===== config.mk =====
export PLATFORM = sky130hd
export DESIGN_NAME = gene_collector
export DESIGN_NICKNAME = d
export VERILOG_FILES = /design/src/rtl/gene_collector_pkg.sv /design/src/rtl/gene_lane_compact.sv /design/src/rtl/gene_collector.sv
export SDC_FILE = /design/constraint.sdc
export NUM_CORES = 1
export LEC_CHECK = 0
export ABC_AREA = 0
export BUFFER_PORTS_ARGS = -buffer_cell sky130_fd_sc_hd__buf_2
export CORE_UTILIZATION = 65
export CTS_CLUSTER_SIZE = 28
export DETAILED_ROUTE_END_ITERATION = 10
export GPL_TIMING_DRIVEN = 1
export MAX_ROUTING_LAYER = met4
export PLACE_DENSITY_LB_ADDON = 0.08
export SLEW_MARGIN = 20
export SYNTH_ARGS = -nofsm -noshare
export SYNTH_HDL_FRONTEND = slang
export SYNTH_HIERARCHICAL = 1
export SYNTH_SLANG_ARGS = --single-unit

===== constraint.sdc =====
create_clock -name clk -period 26.2 [get_ports clk]
set_clock_uncertainty 0.2 [all_clocks]
set_input_delay 5.24 -clock clk [delete_from_list [all_inputs] [get_ports clk]]
set_output_delay 5.24 -clock clk [all_outputs]
set_load 0.05 [all_outputs]

===== src/rtl/gene_collector_pkg.sv =====
// Shared NEAT definitions for the gene collector slice.
// Holds the gene word geometry: default widths and the bit offsets of the
// genome_id, type, src and dest attribute fields. Also holds the three-lane
// valid-mask encodings and a lane-count helper.
package gene_collector_pkg;

  localparam int unsigned GENE_SZ_DEF = 64;
  localparam int unsigned ATTR_SZ_DEF = 8;

  // Each attribute field is ATTR_SZ_DEF bits wide, packed from bit 0 upward.
  localparam int unsigned DEST_LSB      = 0;
  localparam int unsigned SRC_LSB       = DEST_LSB + ATTR_SZ_DEF;
  localparam int unsigned TYPE_LSB      = SRC_LSB + ATTR_SZ_DEF;
  localparam int unsigned GENOME_ID_LSB = TYPE_LSB + ATTR_SZ_DEF;

  // One bit per mutation lane: bit0 = lane1, bit1 = lane2, bit2 = lane3.
  localparam logic [2:0] LANE_NONE = 3'b000;
  localparam logic [2:0] LANE_1    = 3'b001;
  localparam logic [2:0] LANE_2    = 3'b010;
  localparam logic [2:0] LANE_3    = 3'b100;
  localparam logic [2:0] LANE_ALL  = 3'b111;

  function automatic logic [1:0] lane_popcount(input logic [2:0] mask);
    return {1'b0, mask[0]} + {1'b0, mask[1]} + {1'b0, mask[2]};
  endfunction

endpackage


===== src/rtl/gene_lane_compact.sv =====
// Lane compaction for the gene collector.
// Maps a three-lane valid mask to the slot offset of each lane relative to the
// write pointer, so valid lanes land in consecutive slots in lane order.
//   mask_i     : lane-valid mask
//   lane_off_o : per-lane slot offset (meaningful only for valid lanes)
//   push_cnt_o : number of valid lanes, 0..3
//   top_lane_o : one-hot marker of the highest-numbered valid lane
module gene_lane_compact
  import gene_collector_pkg::*;
(
  input  logic [2:0]      mask_i,
  output logic [2:0][1:0] lane_off_o,
  output logic [1:0]      push_cnt_o,
  output logic [2:0]      top_lane_o
);

  always_comb begin
    lane_off_o[0] = 2'd0;
    lane_off_o[1] = {1'b0, mask_i[0]};
    lane_off_o[2] = {1'b0, mask_i[0]} + {1'b0, mask_i[1]};
    push_cnt_o    = lane_popcount(mask_i);

    top_lane_o = LANE_NONE;
    if (mask_i[2])      top_lane_o = LANE_3;
    else if (mask_i[1]) top_lane_o = LANE_2;
    else if (mask_i[0]) top_lane_o = LANE_1;
  end

endmodule


===== src/rtl/gene_collector.sv =====
// Gene collector: gathers up to three mutation-lane genes per beat into a
// first-word-fall-through FIFO and serializes them one per cycle.
//   clk, rst (async, active-low), setup (sync flush)
//   in_valid/gene_in1..3/in_last/in_ready : input beat handshake
//   gene_out/out_valid/out_last/out_ready : serialized output handshake
//   gene_count     : genes emitted so far in the current genome
//   overflow       : sticky, a beat was dropped while in_ready was low
//   err_empty_last : one-cycle pulse for in_last with an empty lane mask
module gene_collector
  import gene_collector_pkg::*;
#(
  parameter int unsigned GENE_SZ = GENE_SZ_DEF,
  parameter int unsigned ATTR_SZ = ATTR_SZ_DEF,
  parameter int unsigned DEPTH   = 8
) (
  input  logic               clk,
  input  logic               rst,
  input  logic               setup,
  input  logic [2:0]         in_valid,
  input  logic [GENE_SZ-1:0] gene_in1,
  input  logic [GENE_SZ-1:0] gene_in2,
  input  logic [GENE_SZ-1:0] gene_in3,
  input  logic               in_last,
  output logic               in_ready,
  output logic [GENE_SZ-1:0] gene_out,
  output logic               out_valid,
  output logic               out_last,
  input  logic               out_ready,
  output logic [ATTR_SZ-1:0] gene_count,
  output logic               overflow,
  output logic               err_empty_last
);

  localparam int unsigned AW = $clog2(DEPTH);
  localparam int unsigned CW = AW + 1;
  // Room for a full three-lane beat means count <= DEPTH-3.
  localparam logic [CW-1:0] ROOM_LIM = CW'(DEPTH - 3);

  logic [AW-1:0]      wr_ptr_q, wr_ptr_d;
  logic [AW-1:0]      rd_ptr_q, rd_ptr_d;
  logic [CW-1:0]      count_q, count_d;
  logic [ATTR_SZ-1:0] gcnt_q, gcnt_d;
  logic               ovf_q, ovf_d;
  logic               err_q, err_d;

  // Entry layout: {last, gene}.
  logic [GENE_SZ:0]   mem_q [DEPTH];

  logic [2:0][1:0]         lane_off;
  logic [1:0]              push_cnt;
  logic [2:0]              top_lane;
  logic [2:0][GENE_SZ-1:0] lane_gene;
  logic [2:0]              lane_last;
  logic                    push, pop;
  logic [GENE_SZ:0]        head;

  gene_lane_compact u_compact (
    .mask_i     (in_valid),
    .lane_off_o (lane_off),
    .push_cnt_o (push_cnt),
    .top_lane_o (top_lane)
  );

  always_comb begin
    lane_gene = {gene_in3, gene_in2, gene_in1};
    lane_last = top_lane & {3{in_last}};

    in_ready  = rst && !setup && (count_q <= ROOM_LIM);
    push      = in_ready && (in_valid != LANE_NONE);
    out_valid = (count_q != '0);
    pop       = out_valid && out_ready;

    // Storage is not reset, so the head is masked whenever the FIFO is empty.
    head       = mem_q[rd_ptr_q];
    gene_out   = out_valid ? head[GENE_SZ-1:0] : '0;
    out_last   = out_valid && head[GENE_SZ];
    gene_count = gcnt_q;
    overflow   = ovf_q;
    err_empty_last = err_q;
  end

  always_comb begin
    wr_ptr_d = wr_ptr_q + (push ? AW'(push_cnt) : '0);
    rd_ptr_d = rd_ptr_q + AW'(pop);
    count_d  = count_q + (push ? CW'(push_cnt) : '0) - CW'(pop);
    gcnt_d   = gcnt_q;
    if (pop) gcnt_d = out_last ? '0 : gcnt_q + ATTR_SZ'(1);
    ovf_d    = ovf_q || (!in_ready && (in_valid != LANE_NONE));
    err_d    = in_last && (in_valid == LANE_NONE);

    // setup wins over push and pop (push is already blocked via in_ready).
    if (setup) begin
      wr_ptr_d = '0;
      rd_ptr_d = '0;
      count_d  = '0;
      gcnt_d   = '0;
      ovf_d    = 1'b0;
    end
  end

  always_ff @(posedge clk or negedge rst) begin
    if (!rst) begin
      wr_ptr_q <= '0;
      rd_ptr_q <= '0;
      count_q  <= '0;
      gcnt_q   <= '0;
      ovf_q    <= 1'b0;
      err_q    <= 1'b0;
    end else begin
      wr_ptr_q <= wr_ptr_d;
      rd_ptr_q <= rd_ptr_d;
      count_q  <= count_d;
      gcnt_q   <= gcnt_d;
      ovf_q    <= ovf_d;
      err_q    <= err_d;
    end
  end

  // Valid lanes are written to consecutive slots; wrap comes from AW-bit math.
  always_ff @(posedge clk) begin
    for (int unsigned i = 0; i < 3; i++) begin
      if (push && in_valid[i]) begin
        mem_q[wr_ptr_q + AW'(lane_off[i])] <= {lane_last[i], lane_gene[i]};
      end
    end
  end

endmodule


==> results.py <==
metrics = {
    "yosys": {
        "avgSynthCellArea_um2": 9.83,
        "synth_top_area_share_pct": 48.1,
        "synth_compound_area_share_pct": 9.71,
        "synth_cell_type_count": 42,
        "synth_top_area_cell": "edfxtp_1",
        "synth_edf_count": 520,
        "async_flop_share_pct": 3.70,
        "synthAdderAreaFrac_pct": 0.987,
        "ys.flop_type": "edfxtp_1",
        "synth_xor_area_share_pct": 0.293,
        "syn-cell-area_um2": 32500,
        "netlist_instances": 3301,
        "synthSimpleGateAreaFrac_pct": 15.9,
        "yosysWarningCount": 6,
        "synth_top_family_by_area": "multiplexers",
        "yosysSeqAreaShare_pct": 49.6,
        "synth_top_cells_by_area": "edfxtp_1 48%, mux4_2 9.0%, mux2i_1 8.0%, nand2_1 7.7%, nor2_1 6.8%",
        "ys_seq_elements": 540,
        "synthMuxAreaShare_pct": 17.1,
    },
    "power_and_ir_drop": {
        "p_sw_uw": 980,
        "ir_drop_v": 0.0000842,
        "p_clk_share_pct": 29.6,
        "swShare_pct": 36.0,
        "power.total_uw": 2720,
        "p_per_area_nw_per_um2": 77.6,
        "power_frac_seq_pct": 37.7,
        "internal_power_uw": 1740,
        "leakage_uw": 0.0125,
        "combPwrFrac_pct": 32.7,
    },
    "critical_path": {
        "endpoint_kind": "output port",
        "cp.arrival_ns": 7.41,
        "path_max_fanout": 20,
        "crit_type": "input pin to output port",
        "path_cells": "buf_2 -> nand2b_1 -> a221o_1 -> clkinv_1 -> buf_2",
        "path_common_cell": "buf_2",
        "cpPeakStageDelay_ns": 0.71,
        "worst-endpoint-required_ns": 20.76,
        "crit_path_start_kind": "input pin",
        "slowest_stage": "clkinv_1",
    },
    "cts": {
        "postCtsSetupBuffers": 0,
        "cts_tree": "yes",
        "cts_hold_repair.buffers": 0,
        "clockBufferDepth": 3,
        "cts_root_buf": "clkbuf_16",
        "clk_latency_ns": 0.63,
        "htreeDepth": 2,
        "numClockSinks": 540,
        "cts_resized": 0,
        "cts_made_buffers": 58,
        "clk_pin_slew_worst_paths_ns": 0.06,
    },
    "sta": {
        "finalHoldViolCount": 0,
        "slew_headroom_pct": 18.6,
        "rsz0062_at_grt": "false",
        "tns_ns": 0,
        "period_needed_ns": 12.85,
        "period_share_pct": 49.1,
        "slew_violations": 0,
        "setup_viol": 0,
        "clock.fmax_mhz": 77.8,
        "tightest_slew_ns": 1.22,
    },
    "grt": {
        "grt_pass1_vias": 26675,
        "antenna_found_initial": 28,
        "grt_usage_pct": 42.3,
        "grt_first_pass_wirelength_um": 154000,
        "grt-ovfl-total": 0,
        "grt_start_max_net_pins": 91,
    },
    "floorplanning": {
        "start_util_pct": 66.2,
        "pin_count": 277,
        "die_y_um": 225,
        "core_area_um2": 49100,
        "die_area_um2": 50800,
        "num_rows": 81,
        "die_w_um": 225,
    },
    "finish": {
        "nNetsFinal": 3462,
        "syn_to_final_growth_pct": 8.24,
        "drive_above_1_share_pct": 17.2,
        "final_area_um2": 35100,
    },
    "outcome": {
        "status": "completed",
    },
    "routing": {
        "wl_per_cell_um": 26.4,
        "firstDrtPassIters": 6,
        "drtIter0Drc": 4491,
        "wirelength_um": 105000,
        "drt-vias-per-instance": 6.86,
        "num_vias": 27275,
        "drc_errors": 0,
        "ant_nets": 0,
    },
    "job": {
        "cap_violations": 0,
    },
    "worst_hold_path": {
        "min_path_type": "flop to flop",
    },
    "placed_design": {
        "place_area_um2": 33200,
        "gp_congestion": 0.897,
        "hpwl_um": 55600,
        "io_buffers": 276,
    },
}
==> metal layers <==
metal | track usage [%] | routed length (um)
met3 | 9.17 | 15800
met5 | - | 0
met4 | 19.7 | 4820
met1 | 54.0 | 35700
met2 | 65.0 | 48700
==> metrics by stage <==
| stage | hold slack, ns | util, % | instances | setup slack (ns) |
|---|---|---|---|---|
| floorplan | 0.384 | - | 3303 | 11.53 |
| global placement | 0.304 | 67.8 | 3843 | 13.46 |
| detailed placement | 0.327 | 67.8 | 3843 | 13.37 |
| CTS | 0.342 | 71.4 | 3946 | 13.38 |
| global route | 0.351 | 71.6 | 3974 | 13.21 |
| finish | 0.333 | 71.6 | 3975 | 13.35 |
==> kinds of logic (layout without fill, tap and decap cells) <==
family	count (synthesis)	after routing
simple gates	1322	1322
compound gates	545	545
flops	540	540
buf+inv	470	450
mux	391	391
fa+ha+maj	22	22
xor+xnor	10	10
other cells	1	31
==> power groups by stage <==
| stage | logic [uW] | clock network, uW | registers [uW] |
|---|---|---|---|
| CTS | 885 | 805 | 1030 |
| floorplan | 670 | 0 | 1040 |
| finish | 892 | 805 | 1030 |
| global route | 931 | 833 | 1030 |
| global placement | 866 | 0 | 1040 |
| detailed placement | 883 | 0 | 1050 |
==> state kept, by name, summed over array words and instances (netlist names) <==
signal          flops
err_empty_last      1
wr_ptr_q            3
count_q             4
gene_count          8
overflow            1
rd_ptr_q            3
mem_q             520
==> cells in the mapped netlist (5+ instances only) <==
| cell | n |
|---|---|
| a21oi_1 | 202 |
| a31oi_1 | 328 |
| and3_1 | 8 |
| buf_1 | 21 |
| buf_2 | 67 |
| buf_4 | 26 |
| buf_6 | 6 |
| clkbuf_1 | 270 |
| clkbuf_2 | 64 |
| dfrtp_1 | 20 |
| edfxtp_1 | 520 |
| fa_1 | 6 |
| ha_1 | 16 |
| inv_1 | 15 |
| mux2i_1 | 259 |
| mux4_2 | 130 |
| nand2_1 | 664 |
| nand3_1 | 21 |
| nor2_1 | 588 |
| nor2b_1 | 9 |
| o21ai_0 | 11 |
| or3_1 | 8 |
| xnor2_1 | 5 |
==> critical path: cells and delay by family <==
| family | cells | cell delay [ns] |
|---|---|---|
| AO/OA/AOI/OAI | 1 | 0.56 |
| buffers and inverters | 3 | 1.44 |
| AND/OR/NAND/NOR | 1 | 0.16 |
==> layout by cell type, fill, tap and decap left out, drive strengths merged, types with 8 or more instances in the layout <==
master and instances:
clkbuf 71, diode 28, edfxtp 520, o21ai 11, mux2i 260, inv 15, nor2 588, dfrtp 20
nand2 664, nor2b 10, buf 331, mux4 130, nand3 21, or3 8, clkinv 27, a31oi 328
and3 8, ha 16, a21oi 202
==> cell type report <==
class	count	area, um2
timing repair buffer	331	1810
clock inverter	32	302
fill	3516	13900
tap	664	831
antenna	28	70.1
inverter	16	60.1
multi-input combinational	2293	14400
clock buffer	71	1500
sequential	540	16100
==> worst paths after layout <==
check,depth (start not counted),from,end,slack (ns)
max,5,setup,in_ready,13.35
min,2,overflow,overflow,0.33
max reg2reg,6,wr_ptr_q[0],mem_q[4][12],20.97
min reg2reg,2,overflow,overflow,0.33
max in group asynchronous,1,rst,rd_ptr_q[0],21.06
min in group asynchronous,1,rst,rd_ptr_q[1],4.37
No activity file was read; power rests on OpenSTA's default activity.
